`src/rtl/pipe_stage_skid_pkg.sv`:
```
// Shared pipeline package: stage state enum, occupancy width,
// control bundle field offsets and small helpers.
package pipe_stage_skid_pkg;

  localparam int OCC_W = 2;

  typedef enum logic [1:0] {
    ST_EMPTY = 2'd0,
    ST_MAIN  = 2'd1,
    ST_FULL  = 2'd2
  } skid_state_e;

  // Control bundle layout (LSB first)
  localparam int CTRL_REGWRITE_BIT = 0;
  localparam int CTRL_MEMTOREG_BIT = 1;
  localparam int CTRL_MEMREAD_BIT  = 2;
  localparam int CTRL_MEMWRITE_BIT = 3;
  localparam int CTRL_ALUOP_LSB    = 4;
  localparam int CTRL_ALUOP_W      = 4;
  localparam int CTRL_MIN_W        = CTRL_ALUOP_LSB + CTRL_ALUOP_W;

  function automatic logic [OCC_W-1:0] state_occ(
    input skid_state_e s
  );
    logic [OCC_W-1:0] occ;
    occ = '0;
    unique case (s)
      ST_EMPTY: occ = OCC_W'(0);
      ST_MAIN:  occ = OCC_W'(1);
      ST_FULL:  occ = OCC_W'(2);
      default:  occ = OCC_W'(0);
    endcase
    return occ;
  endfunction

endpackage

```
`src/rtl/pipe_stage_skid_buf.sv`:
```
// Storage for pipe_stage_skid: main entry (presented) and skid entry.
// Ports: load strobes from the top FSM, flush clears ctrl, main out.
module pipe_skid_buf
  import pipe_stage_skid_pkg::*;
#(
  parameter int DATA_W = 32,
  parameter int CTRL_W = 8
) (
  input  logic              clk_i,
  input  logic              rst_n_i,
  input  logic              flush_i,
  input  logic              ld_main_i,
  input  logic              ld_skid_i,
  input  logic              mv_skid_i,
  input  logic [DATA_W-1:0] data_i,
  input  logic [CTRL_W-1:0] ctrl_i,
  output logic [DATA_W-1:0] main_data_o,
  output logic [CTRL_W-1:0] main_ctrl_o
);

  logic [DATA_W-1:0] main_data_q;
  logic [DATA_W-1:0] main_data_d;
  logic [CTRL_W-1:0] main_ctrl_q;
  logic [CTRL_W-1:0] main_ctrl_d;
  logic [DATA_W-1:0] skid_data_q;
  logic [DATA_W-1:0] skid_data_d;
  logic [CTRL_W-1:0] skid_ctrl_q;
  logic [CTRL_W-1:0] skid_ctrl_d;

  always_comb begin
    main_data_d = main_data_q;
    main_ctrl_d = main_ctrl_q;
    skid_data_d = skid_data_q;
    skid_ctrl_d = skid_ctrl_q;
    if (flush_i) begin
      // Data is left as is; only ctrl must read as a bubble.
      main_ctrl_d = '0;
      skid_ctrl_d = '0;
    end else begin
      if (ld_main_i) begin
        main_data_d = data_i;
        main_ctrl_d = ctrl_i;
      end else if (mv_skid_i) begin
        main_data_d = skid_data_q;
        main_ctrl_d = skid_ctrl_q;
      end
      if (ld_skid_i) begin
        skid_data_d = data_i;
        skid_ctrl_d = ctrl_i;
      end
    end
  end

  always_ff @(posedge clk_i or negedge rst_n_i) begin
    if (!rst_n_i) begin
      main_data_q <= '0;
      main_ctrl_q <= '0;
      skid_data_q <= '0;
      skid_ctrl_q <= '0;
    end else begin
      main_data_q <= main_data_d;
      main_ctrl_q <= main_ctrl_d;
      skid_data_q <= skid_data_d;
      skid_ctrl_q <= skid_ctrl_d;
    end
  end

  assign main_data_o = main_data_q;
  assign main_ctrl_o = main_ctrl_q;

endmodule

```
`src/rtl/pipe_stage_skid.sv`:
```
// Pipeline stage with optional two-entry skid buffer (SKID=1).
// Ports: valid/ready/data/ctrl in and out, stall, flush, occupancy.
module pipe_stage_skid
  import pipe_stage_skid_pkg::*;
#(
  parameter int DATA_W = 32,
  parameter int CTRL_W = 8,
  parameter int SKID   = 1
) (
  input  logic              clk_i,
  input  logic              rst_n_i,
  input  logic              valid_i,
  output logic              ready_o,
  input  logic [DATA_W-1:0] data_i,
  input  logic [CTRL_W-1:0] ctrl_i,
  input  logic              stall_i,
  input  logic              flush_i,
  output logic              valid_o,
  input  logic              ready_i,
  output logic [DATA_W-1:0] data_o,
  output logic [CTRL_W-1:0] ctrl_o,
  output logic [OCC_W-1:0]  occ_o
);

  skid_state_e state_q;
  skid_state_e state_d;
  logic        ready_q;
  logic        ready_d;
  logic        push;
  logic        pop;
  logic        ld_main;
  logic        ld_skid;
  logic        mv_skid;
  logic [CTRL_W-1:0] main_ctrl;

  // Stall hides the stage on both sides, so no handshake can fire.
  assign valid_o = (state_q != ST_EMPTY) & ~stall_i;

  // ready_q is 0 in reset and rises one edge after release.
  assign ready_o = (SKID != 0)
                 ? (ready_q & ~stall_i)
                 : (ready_q & ~stall_i & (~valid_o | ready_i));

  assign push = valid_i & ready_o & ~flush_i;
  assign pop  = valid_o & ready_i & ~flush_i;

  always_comb begin
    state_d = state_q;
    ld_main = 1'b0;
    ld_skid = 1'b0;
    mv_skid = 1'b0;
    if (flush_i) begin
      state_d = ST_EMPTY;
    end else begin
      unique case (state_q)
        ST_EMPTY: begin
          if (push) begin
            state_d = ST_MAIN;
            ld_main = 1'b1;
          end
        end
        ST_MAIN: begin
          if (push && pop) begin
            ld_main = 1'b1;
          end else if (push && (SKID != 0)) begin
            state_d = ST_FULL;
            ld_skid = 1'b1;
          end else if (pop) begin
            state_d = ST_EMPTY;
          end
        end
        ST_FULL: begin
          if (pop) begin
            state_d = ST_MAIN;
            mv_skid = 1'b1;
          end
        end
        default: state_d = ST_EMPTY;
      endcase
    end
  end

  // Registered ready: depends only on next state, never on ready_i.
  assign ready_d = (SKID != 0) ? (state_d != ST_FULL) : 1'b1;

  always_ff @(posedge clk_i or negedge rst_n_i) begin
    if (!rst_n_i) begin
      state_q <= ST_EMPTY;
      ready_q <= 1'b0;
    end else begin
      state_q <= state_d;
      ready_q <= ready_d;
    end
  end

  pipe_skid_buf #(
    .DATA_W (DATA_W),
    .CTRL_W (CTRL_W)
  ) u_buf (
    .clk_i       (clk_i),
    .rst_n_i     (rst_n_i),
    .flush_i     (flush_i),
    .ld_main_i   (ld_main),
    .ld_skid_i   (ld_skid),
    .mv_skid_i   (mv_skid),
    .data_i      (data_i),
    .ctrl_i      (ctrl_i),
    .main_data_o (data_o),
    .main_ctrl_o (main_ctrl)
  );

  assign ctrl_o = valid_o ? main_ctrl : '0;
  assign occ_o  = state_occ(state_q);

endmodule

```
`config.mk`:
```
export PLATFORM = sky130hd
export DESIGN_NAME = pipe_stage_skid
export DESIGN_NICKNAME = d
export VERILOG_FILES = /design/src/rtl/pipe_stage_skid_pkg.sv /design/src/rtl/pipe_stage_skid_buf.sv /design/src/rtl/pipe_stage_skid.sv
export SDC_FILE = /design/constraint.sdc
export NUM_CORES = 1
export LEC_CHECK = 0
export BUFFER_PORTS_ARGS = -buffer_cell sky130_fd_sc_hd__clkbuf_2
export CAP_MARGIN = 10
export CORE_UTILIZATION = 53
export DETAILED_ROUTE_END_ITERATION = 16
export HOLD_SLACK_MARGIN = 0.15
export PLACE_DENSITY_LB_ADDON = 0.3
export SKIP_LAST_GASP = 1
export SLEW_MARGIN = 20
export SYNTH_ARGS = -nofsm -noshare
export SYNTH_HDL_FRONTEND = slang
export SYNTH_SLANG_ARGS = --single-unit
```
`constraint.sdc`:
```
create_clock -name clk_i -period 2.2 [get_ports clk_i]
set_input_delay 0.44 -clock clk_i [delete_from_list [all_inputs] [get_ports clk_i]]
set_output_delay 0.44 -clock clk_i [all_outputs]
set_load 0.02 [all_outputs]
```
==> impl_metrics.yaml <==
global_routing:
  grt_pass1_vias: 2740
  grt_max_degree: 43
  antenna_found_initial: 0
  grt_remaining_overflow: 0
  grt_pass1_wl_um: 13500
  grtUsageTotal_pct: 24.2
cts:
  ctsHoldBuffers: 1
  cts_tree: "yes"
  htreeDepth: 3
  cts-resized-gates: 0
  cts.sinks: 83
  clk_pin_slew_ns: 0.10
  clk_latency_ns: 0.36
  cts-root-buf: "clkbuf_8"
  postCtsSetupBuffers: 0
  cts_buffer_depth: 2
  cts_buffers: 9
floorplanning:
  die_w_um: 84.7
  core-area_um2: 6460
  io_pins: 90
  start_util_pct: 56.1
  die_h_um: 84.7
  die_area_um2: 7170
  fp-row-count: 29
critical_path:
  path_cells: "nor2_1 -> nor2_1 -> and2_1 -> clkbuf_2"
  r2r_setup_slack_ns: 0.46
  cp_common_cell: "nor2_1"
  cp-start-kind: "flop"
  crit_arrival_ns: 1.58
  crit_required_ns: 1.76
  cp-end-kind: "output port"
  cp_max_fo: 9
  rr_endpoint: "u_buf.skid_data_q[18]"
  critPathMaxStageDelay_ns: 0.42
  crit_slowest_cell: "dfrtp_1"
  setup.worst_path.class: "reg -> out"
  r2r.worst_path.cells: 4
  timing.rr.start: "state_q[0]"
outcome:
  status: "complete, no violations"
placed_design:
  placement.io_buffers: 89
  gp_congestion: 0.783
  hpwl_um: 5460
yosys:
  netlist_area_um2: 3620
  synth-edff-count: 0
  yosysWarnings: 0
  synth_nets: 330
  ys_seq_area_share_pct: 57.3
  ys_ff_latch: 83
  synthCells: 284
  ys.flop_type: "dfrtp_1"
  ys_types: 26
  async_reset_ff_share_pct: 100
  syn_area_per_cell_um2: 12.8
timing:
  grt_setup_unrepaired: "no"
  finalHoldViolCount: 0
  worst_slew_pin_slew_ns: 0.545
  skew_ns: 0.0145
  setup_tns_ns: 0
  period_needed_ns: 2.02
  max_slew_margin_pct: 63.7
  period_share_pct: 91.6
  finalSetupViolCount: 0
  drv_slew: 0
  max_freq_ghz: 0.496
job:
  maxCapViolCount: 0
min_path:
  hold_end: "u_buf.skid_data_q[29]"
  min_from: "data_i[29]"
  hp-class: "in -> reg"
  hold_path_depth: 2
routing:
  wl_per_cell_um: 17.5
  dr.pass1.iters: 6
  drt_iter0_markers: 149
  postRouteAntennaNets: 0
  drt_wl_total_um: 8020
  drc: 0
  vias: 2718
  avgViaCountPerCell: 5.95
cells_and_area:
  n_fill_cell: 485
  syn_to_final_growth_pct: 23.0
  drive_above_1_share_pct: 33.7
  n_antenna_cell: 0
  finish.utilization_pct: 69.0
  finalNetCount: 421
power:
  p_leak_nw: 2.31
  ir_drop_mv: 0.528
  power_density_nw_per_um2: 877
## kinds of logic after synthesis
| family | count (synthesis) | share of synthesized area [%] |
|---|---|---|
| AO/OA/AOI/OAI | 62 | 14.6 |
| buffers and inverters | 26 | 3.14 |
| flip-flops | 83 | 57.3 |
| multiplexers | 40 | 12.4 |
| AND/OR/NAND/NOR | 73 | 12.5 |
## cell usage after synthesis, types with 2 or more instances
library cell	instances	area [um^2]
and4bb_2	2	25.0
o21ai_0	8	40.0
mux2_2	4	45.0
o32a_1	2	20.0
nor2_1	2	7.51
and2_1	10	62.6
dfrtp_1	83	2080
and3_1	32	200
a221o_1	32	320
nand4bb_1	2	22.5
clkbuf_1	12	45.0
nand2_1	8	30.0
mux2_1	36	405
o41ai_1	8	70.1
nor2b_1	12	75.1
buf_2	13	65.1
a31oi_1	9	56.3
## through the flow
stage          setup slack (ns)  area, um^2  power (mW)  hold WS, ns  instances
2_1_floorplan             0.404        3620        2.36        0.144        284
3_3_place_gp              0.354        4220        2.64        0.459        440
3_5_place_dp              0.291        4220        2.68        0.458        440
4_1_cts                   0.168        4460        3.94        0.314        457
5_1_grt                  0.0293        4460        4.08        0.313        457
6_report                  0.185        4460        3.91        0.315        457
## flip-flops by register name (all words and copies together) (netlist names)
register           flops
u_buf.skid_data_q     32
ready_q                1
u_buf.main_ctrl_o      8
state_q                2
u_buf.skid_ctrl_q      8
u_buf.main_data_o     32
## per-layer routing
metal / wire (um) / up-vias / GRT usage (%)
met1: 3650 / 1347 / 32.9
met5: 0 / - / 0
met4: 140 / 0 / 10.5
li1: - / 1272 / -
met2: 3830 / 87 / 38.3
met3: 398 / 12 / 4.42
## worst max path at each step
stage	startpoint	end	slack, ns	cells after the start
floorplan	state_q[1]	u_buf.skid_data_q[11]	0.40	4
CTS	state_q[0]	ctrl_o[5]	0.17	4
global route	state_q[0]	ctrl_o[3]	0.03	4
detailed placement	stall_i	u_buf.skid_data_q[18]	0.29	5
global placement	flush_i	u_buf.skid_data_q[27]	0.35	5
finish	state_q[0]	ctrl_o[5]	0.18	4
## final cells by class
cell class	instances	area, um^2	area share, %
Clock inverter	6	95.1	2.13
Tap cell	77	96.3	2.16
Sequential cell	83	2080	46.6
Inverter	1	3.75	0.0842
Timing Repair Buffer	105	608	13.6
Clock buffer	10	138	3.09
Multi-Input combinational cell	175	1440	32.3
## critical path: cells and delay by family (launching register included)
kind                   cells  cell delay [ns]
AND/OR/NAND/NOR            3             0.65
buffers and inverters      1             0.16
flip-flops                 1             0.42
## power by group
part	internal (mW)	switching, mW	leakage, nW	total (mW)
sequential	1.80	0.146	1.07	1.94
clock	0.685	0.574	0.118	1.26
combinational	0.320	0.390	1.12	0.710
total	2.80	1.11	2.31	3.91
## cell usage in the layout (no fill, tap or decap), types with 2 or more instances in the layout
master,Yosys,final
bufinv_16,0,2
mux2_2,4,4
mux2_1,36,36
nor2_1,2,2
o32a_1,2,2
nor2b_1,12,12
and4bb_2,2,2
dfrtp_1,83,83
and2_1,10,10
a221o_1,32,32
and3_1,32,32
o21ai_0,8,8
o41ai_1,8,8
clkbuf_8,0,10
buf_4,0,13
clkbuf_2,0,88
a31oi_1,9,9
buf_12,0,3
nand4bb_1,2,2
inv_6,0,3
nand2_1,8,8
Note: power is estimated with default switching activity, not from simulation.
